## src/rtl/sr_ctrl_pkg.sv

```systemverilog
// Shared definitions for the SR flag scheduler: FSM states, the {set,clr}
// command encoding and the rule that turns a command into the next flag value.
package sr_ctrl_pkg;

   typedef enum logic [1:0] {
      IDLE = 2'd0,
      ACK  = 2'd1,
      HOLD = 2'd2
   } state_t;

   // Commands are formed as {set, clr}
   localparam logic [1:0] CMD_NOP = 2'b00;
   localparam logic [1:0] CMD_CLR = 2'b01;
   localparam logic [1:0] CMD_SET = 2'b10;
   localparam logic [1:0] CMD_ILL = 2'b11;

   // The illegal set+clr combination and the no-op both leave the flag alone
   function automatic logic next_flag(input logic [1:0] cmd, input logic cur);
      case (cmd)
         CMD_SET: return 1'b1;
         CMD_CLR: return 1'b0;
         CMD_NOP: return cur;
         CMD_ILL: return cur;
         default: return cur;
      endcase
   endfunction

endpackage

```

## src/rtl/sr_flag_scheduler_rr_arbiter.sv

```systemverilog
// Combinational round-robin picker: searches the request vector starting at
// the pointer position, wrapping modulo NUM_REQ. The pointer register itself
// is owned by the caller.
module rr_arbiter #(
   parameter int NUM_REQ = 4
) (
   input  logic [NUM_REQ-1:0]         req,
   input  logic [$clog2(NUM_REQ)-1:0] ptr,
   output logic [NUM_REQ-1:0]         winner,
   output logic [$clog2(NUM_REQ)-1:0] winner_idx,
   output logic                       any_req
);

   localparam int IDX_W = $clog2(NUM_REQ);

   // First active request at or after the pointer wins
   always_comb begin
      logic [IDX_W-1:0] idx;
      winner     = '0;
      winner_idx = '0;
      any_req    = 1'b0;
      idx        = '0;
      for (int off = 0; off < NUM_REQ; off++) begin
         idx = IDX_W'((int'(ptr) + off) % NUM_REQ);
         if (!any_req && req[idx]) begin
            any_req     = 1'b1;
            winner[idx] = 1'b1;
            winner_idx  = idx;
         end
      end
   end

endmodule

```

## src/rtl/sr_flag_scheduler.sv

```systemverilog
// Shared set/reset flag with round-robin access for NUM_REQ requesters.
// A granted command that changes the flag freezes it for HOLD_CYCLES cycles.
// Simultaneous set+clr is rejected with an err pulse alongside the grant.
// Optional macro SR_EVENT_CNT_EN adds the event_cnt transition counter.
module sr_flag_scheduler
   import sr_ctrl_pkg::*;
#(
   parameter int NUM_REQ     = 4,
   parameter int HOLD_CYCLES = 3
`ifdef SR_EVENT_CNT_EN
   , parameter int CNT_W     = 8
`endif
) (
   input  logic               clk,
   input  logic               rst,
   input  logic               en,
   input  logic [NUM_REQ-1:0] req_valid,
   input  logic [NUM_REQ-1:0] req_set,
   input  logic [NUM_REQ-1:0] req_clr,
   output logic [NUM_REQ-1:0] grant,
   output logic [NUM_REQ-1:0] err,
   output logic               q,
   output logic               busy
`ifdef SR_EVENT_CNT_EN
   , output logic [CNT_W-1:0] event_cnt
`endif
);

   localparam int IDX_W  = $clog2(NUM_REQ);
   localparam int HOLD_W = (HOLD_CYCLES > 0) ? $clog2(HOLD_CYCLES + 1) : 1;

   state_t              state;
   logic [IDX_W-1:0]    ptr;
   logic [HOLD_W-1:0]   hold_cnt;
   logic                q_changed;

   logic [NUM_REQ-1:0]  win_onehot;
   logic [IDX_W-1:0]    win_idx;
   logic                any_req;
   logic [1:0]          win_cmd;
   logic                nxt_q;
   logic                arb_fire;

   rr_arbiter #(
      .NUM_REQ (NUM_REQ)
   ) u_arb (
      .req        (req_valid),
      .ptr        (ptr),
      .winner     (win_onehot),
      .winner_idx (win_idx),
      .any_req    (any_req)
   );

   assign win_cmd  = {req_set[win_idx], req_clr[win_idx]};
   assign nxt_q    = next_flag(win_cmd, q);
   assign arb_fire = (state == IDLE) && en && any_req;

   // Arbitration, flag update and ACK/HOLD sequencing with registered outputs
   always_ff @(posedge clk or posedge rst) begin
      if (rst) begin
         state     <= IDLE;
         ptr       <= '0;
         hold_cnt  <= '0;
         q_changed <= 1'b0;
         q         <= 1'b0;
         grant     <= '0;
         err       <= '0;
         busy      <= 1'b0;
      end else begin
         grant <= '0;
         err   <= '0;
         case (state)
            IDLE: begin
               if (arb_fire) begin
                  grant     <= win_onehot;
                  err       <= (win_cmd == CMD_ILL) ? win_onehot : '0;
                  q         <= nxt_q;
                  q_changed <= (nxt_q != q);
                  ptr       <= (win_idx == IDX_W'(NUM_REQ - 1)) ? '0 : win_idx + 1'b1;
                  state     <= ACK;
                  busy      <= 1'b1;
               end
            end
            ACK: begin
               if (q_changed && (HOLD_CYCLES > 0)) begin
                  hold_cnt <= HOLD_W'(HOLD_CYCLES);
                  state    <= HOLD;
               end else begin
                  state <= IDLE;
                  busy  <= 1'b0;
               end
            end
            HOLD: begin
               hold_cnt <= hold_cnt - 1'b1;
               if (hold_cnt == HOLD_W'(1)) begin
                  state <= IDLE;
                  busy  <= 1'b0;
               end
            end
            default: begin
               state <= IDLE;
               busy  <= 1'b0;
            end
         endcase
      end
   end

`ifdef SR_EVENT_CNT_EN
   // Count every edge on which the flag takes a new value, wrapping naturally
   always_ff @(posedge clk or posedge rst) begin
      if (rst) begin
         event_cnt <= '0;
      end else if (arb_fire && (nxt_q != q)) begin
         event_cnt <= event_cnt + 1'b1;
      end
   end
`else
   // Without the counter the flag and grant timing are unchanged
`endif

endmodule

```

## config.mk

```make
export PLATFORM = sky130hd
export DESIGN_NAME = sr_flag_scheduler
export DESIGN_NICKNAME = d
export VERILOG_FILES = /design/src/rtl/sr_ctrl_pkg.sv /design/src/rtl/sr_flag_scheduler_rr_arbiter.sv /design/src/rtl/sr_flag_scheduler.sv
export SDC_FILE = /design/constraint.sdc
export NUM_CORES = 1
export LEC_CHECK = 0
export ABC_AREA = 1
export CAP_MARGIN = 20
export CORE_UTILIZATION = 55
export CTS_CLUSTER_SIZE = 16
export DETAILED_ROUTE_END_ITERATION = 16
export DONT_BUFFER_PORTS = 1
export GPL_TIMING_DRIVEN = 0
export PLACE_DENSITY = 0.73
export SLEW_MARGIN = 30
export SYNTH_ARGS = -nofsm -noshare
export SYNTH_HDL_FRONTEND = slang
export SYNTH_SLANG_ARGS = --single-unit
```

## constraint.sdc

```tcl
create_clock -name clk -period 2.6 [get_ports clk]
set_input_delay 0 -clock clk [delete_from_list [all_inputs] [get_ports clk]]
set_output_delay 0 -clock clk [all_outputs]
set_load 0.1 [all_outputs]
```

==> flow_results.xml <==
<?xml version="1.0" encoding="UTF-8"?>
<metrics>
  <group name="clock_tree">
    <metric name="worst_skew_pair.late_latency" unit="ps">280</metric>
    <metric name="cts-htree-levels" unit="">1</metric>
    <metric name="clock_tree_from_tritoncts" unit="">done</metric>
    <metric name="clockBufferDepth" unit="">2</metric>
    <metric name="worst_setup_hold_path_clk_slew" unit="ps">100</metric>
    <metric name="clk_root_buffer_cell" unit="">sky130_fd_sc_hd__clkbuf_4</metric>
    <metric name="cts_inserted_buffers" unit="">3</metric>
    <metric name="number_of_clock_sinks" unit="">17</metric>
  </group>
  <group name="grt">
    <metric name="grt_remaining_overflow" unit="">0</metric>
    <metric name="gr-usage-all-layers" unit="%">20.06</metric>
    <metric name="antenna_found_initial" unit="">0</metric>
    <metric name="grt_max_degree" unit="">18</metric>
    <metric name="vias_in_the_first_global_route" unit="">994</metric>
    <metric name="first_pass_grt_wire_length" unit="mm">4.057</metric>
  </group>
  <group name="synthesis">
    <metric name="post_synth_edffs" unit="">0</metric>
    <metric name="synth.top_cell.area_share" unit="%">30.55</metric>
    <metric name="cell_types_occupying_the_most_area_after_synthesis" unit="">sky130_fd_sc_hd__dfrtp_1 31%, sky130_fd_sc_hd__inv_1 8.4%, sky130_fd_sc_hd__ha_1 8.1%, sky130_fd_sc_hd__nand2_1 7.8%, sky130_fd_sc_hd__nand2_4 6.5%</metric>
    <metric name="synth_area_leader" unit="">sky130_fd_sc_hd__dfrtp_1</metric>
    <metric name="synth_most_common_cell" unit="">sky130_fd_sc_hd__inv_1</metric>
    <metric name="synth_seq_area_share" unit="%">30.55</metric>
    <metric name="postSynthAreaPerCell" unit="um2">8.096</metric>
    <metric name="post_synth_num_cell_types" unit="">27</metric>
    <metric name="area_of_the_mapped_netlist" unit="um2">1393</metric>
    <metric name="ys_ff_latch" unit="">17</metric>
    <metric name="ys.warnings.count" unit="">0</metric>
    <metric name="synthCells" unit="">172</metric>
    <metric name="synthFlopType" unit="">sky130_fd_sc_hd__dfrtp_1</metric>
    <metric name="yosys-top-cells-count" unit="">31 x sky130_fd_sc_hd__inv_1, 29 x sky130_fd_sc_hd__nand2_1, 17 x sky130_fd_sc_hd__dfrtp_1</metric>
    <metric name="mappedNetlistNets" unit="">196</metric>
    <metric name="synth-async-reset-ratio" unit="%">100.0</metric>
  </group>
  <group name="drt">
    <metric name="route.antenna.remaining_nets" unit="">0</metric>
    <metric name="drt_iter0_markers" unit="">12</metric>
    <metric name="wl" unit="mm">2.690</metric>
    <metric name="detail_route.drc_violations" unit="">0</metric>
    <metric name="post_drt_via_cell_ratio" unit="">5.288</metric>
    <metric name="detailedRoute.firstPassIterationCount" unit="">4</metric>
    <metric name="avgRoutedWirePerCell" unit="um">12.51</metric>
    <metric name="vias" unit="">1137</metric>
  </group>
  <group name="flow_run">
    <metric name="maxCapViolations" unit="">0</metric>
  </group>
  <group name="final_layout">
    <metric name="layout.filler_cells" unit="">186</metric>
    <metric name="seq_area" unit="um2">426.7</metric>
    <metric name="post_route_cells_drive_above_1_share" unit="%">36.36</metric>
    <metric name="number_of_antenna_cells_inserted" unit="">0</metric>
    <metric name="multiInputGateArea" unit="um2">872.1</metric>
    <metric name="area_growth_syn_to_layout" unit="%">16.53</metric>
    <metric name="design.final.nets" unit="">212</metric>
  </group>
  <group name="setup_path">
    <metric name="crit_path_end_kind" unit="">flip-flop</metric>
    <metric name="crit_path_cell_trace" unit="">buf_6, clkinv_8, ha_4, inv_4, nand3_2, nand2_4, nor2_4, nor2_4, nand2_4, nand2_8, nand2_1, nand3_1, nand2_2, inv_1, ha_4, inv_2, a21oi_2, a21oi_1, o21ai_0</metric>
    <metric name="critical_path.reg2reg.startpoint" unit="">ptr[0]</metric>
    <metric name="worstPathRequired" unit="ps">2800</metric>
    <metric name="crit_path_launch_type" unit="">flip-flop</metric>
    <metric name="timing.critical_path.from" unit="">ptr[0]</metric>
    <metric name="timing.critical_path.arrival" unit="ps">2710</metric>
    <metric name="critical_path_class" unit="">flip-flop to flip-flop</metric>
    <metric name="crit_path_max_delay_cell_type" unit="">sky130_fd_sc_hd__dfrtp_1</metric>
    <metric name="critical_path.max_fanout" unit="">6</metric>
    <metric name="critPathMaxStageDelay" unit="ps">400</metric>
  </group>
  <group name="place">
    <metric name="dpl_worst_slack" unit="ps">-311.7</metric>
    <metric name="gp_congestion" unit="">0.8310</metric>
    <metric name="detailed_place_hpwl" unit="mm">2.010</metric>
    <metric name="place.port_buffers" unit="">0</metric>
  </group>
  <group name="sta">
    <metric name="timing.fmax" unit="MHz">398.5</metric>
    <metric name="fin_crit_sh" unit="%">96.51</metric>
    <metric name="final_worst_path_period_need" unit="ps">2509</metric>
    <metric name="finalSetupViolations" unit="">0</metric>
    <metric name="finalClockSkew" unit="ps">10.84</metric>
    <metric name="timing.final.ws_setup" unit="ps">90.70</metric>
    <metric name="max-slew-margin-rel" unit="%">36.07</metric>
    <metric name="finalHoldViolations" unit="">0</metric>
    <metric name="final_slew_viol_count" unit="">0</metric>
    <metric name="unrepaired_setup_endpoints_after_global_routing" unit="">false</metric>
    <metric name="max_slew.worst_pin.slew" unit="ps">959.0</metric>
  </group>
  <group name="die">
    <metric name="design.portCount" unit="">25</metric>
    <metric name="rows" unit="">17</metric>
    <metric name="placeableCoreArea" unit="um2">2297</metric>
    <metric name="area_of_the_die" unit="um2">2737</metric>
    <metric name="die_x" unit="um">52.32</metric>
    <metric name="dieHeight" unit="um">52.32</metric>
    <metric name="initial_core_util" unit="%">60.62</metric>
  </group>
  <group name="worst_hold_path">
    <metric name="hold_class" unit="">input port to flip-flop</metric>
    <metric name="min_from" unit="">en</metric>
  </group>
  <group name="run_status">
    <metric name="run_status" unit="">completed</metric>
  </group>
</metrics>
what timing repair did:
item	4_1_cts	5_1_grt
endpoints found under the hold margin	17	0
setup buffers	3	7
pin swaps	2	10
gates resized for setup	5	13
endpoints found under the setup margin	2	2
hold buffers	1	0
per-layer routing:
metal / up-vias / wire length, um / global-route usage, % / part of all wire, %
met5: - / 0 / 0 / 0
met4: 0 / 57 / 8.772 / 2.1
met3: 6 / 105 / 3.188 / 3.9
met2: 31 / 1403 / 35.86 / 52
met1: 530 / 1124 / 23.17 / 42
li1: 570 / - / - / -
cell type report:
type | instances | area share, %
tap | 28 | 2.159
timing repair buffer | 11 | 5.243
buffer | 1 | 0.6939
sequential | 17 | 26.29
clock inverter | 1 | 0.3084
clock buffer | 3 | 1.388
multi-input combinational | 118 | 53.74
inverter | 36 | 10.18
per-stage QoR:
stage | utilization [%] | std cells | area, um2 | hold slack [ps] | setup TNS (ps)
final | 70.64 | 215 | 1623 | 38.53 | 0
after global routing | 70.64 | 215 | 1623 | 45.19 | 0
after CTS | 65.63 | 208 | 1508 | 32.03 | 0
after detailed placement | 62.15 | 200 | 1428 | -2.336 | -584.4
after global placement | 62.15 | 200 | 1428 | -17.80 | -397.4
after floorplan | - | 172 | 1393 | -73.93 | 0
logic make-up after synthesis:
group	after synthesis	share of synthesized area (%)
compound gates	26	10.15
xor+xnor	1	0.6290
fa+ha+maj	9	8.086
buf+inv	37	11.77
flops	17	30.55
simple gates	82	38.81
flip-flops by register name, summed over array words and instances, names as in the netlist:
| name | cells |
|---|---|
| busy | 1 |
| err | 4 |
| grant | 4 |
| hold_cnt | 2 |
| ptr | 2 |
| q | 1 |
| q_changed | 1 |
| state | 2 |
worst max-delay path, delay by kind of cell, from the launching register on:
kind / cells / cell delay [ps]
buf+inv: 5 / 340
simple gates: 9 / 790
flops: 1 / 400
compound gates: 3 / 360
fa+ha+maj: 2 / 540
cells in the final DEF (no fill, tap or decap), types with 2 or more instances in the layout:
master,n
sky130_fd_sc_hd__o21ai_0,10
sky130_fd_sc_hd__nand2_1,27
sky130_fd_sc_hd__ha_4,2
sky130_fd_sc_hd__inv_1,29
sky130_fd_sc_hd__nand3_4,3
sky130_fd_sc_hd__ha_1,7
sky130_fd_sc_hd__inv_4,2
sky130_fd_sc_hd__a21oi_2,2
sky130_fd_sc_hd__dfrtp_1,16
sky130_fd_sc_hd__nor2_1,4
sky130_fd_sc_hd__buf_4,10
sky130_fd_sc_hd__nand2_2,15
sky130_fd_sc_hd__nand3_2,4
sky130_fd_sc_hd__clkinv_8,2
sky130_fd_sc_hd__nand2_4,8
sky130_fd_sc_hd__o22ai_1,2
sky130_fd_sc_hd__clkbuf_4,3
sky130_fd_sc_hd__nand3_1,10
sky130_fd_sc_hd__nor2_4,3
sky130_fd_sc_hd__nor2_2,4
sky130_fd_sc_hd__nand2_8,2
sky130_fd_sc_hd__inv_2,3
sky130_fd_sc_hd__a21oi_1,8
path summary, 6_finish.rpt:
kind / endpoint / slack (ps) / cells after the start
max: q / 90 / 19
min reg2reg: q_changed / 510 / 2
max reg2reg: q / 90 / 19
min: busy / 40 / 4
max in group asynchronous: ptr[1] / 1970 / 2
min in group asynchronous: hold_cnt[0] / 210 / 2
Power is not shown: default switching activity piles up to over one toggle a cycle in this logic, so the estimate is an artifact.
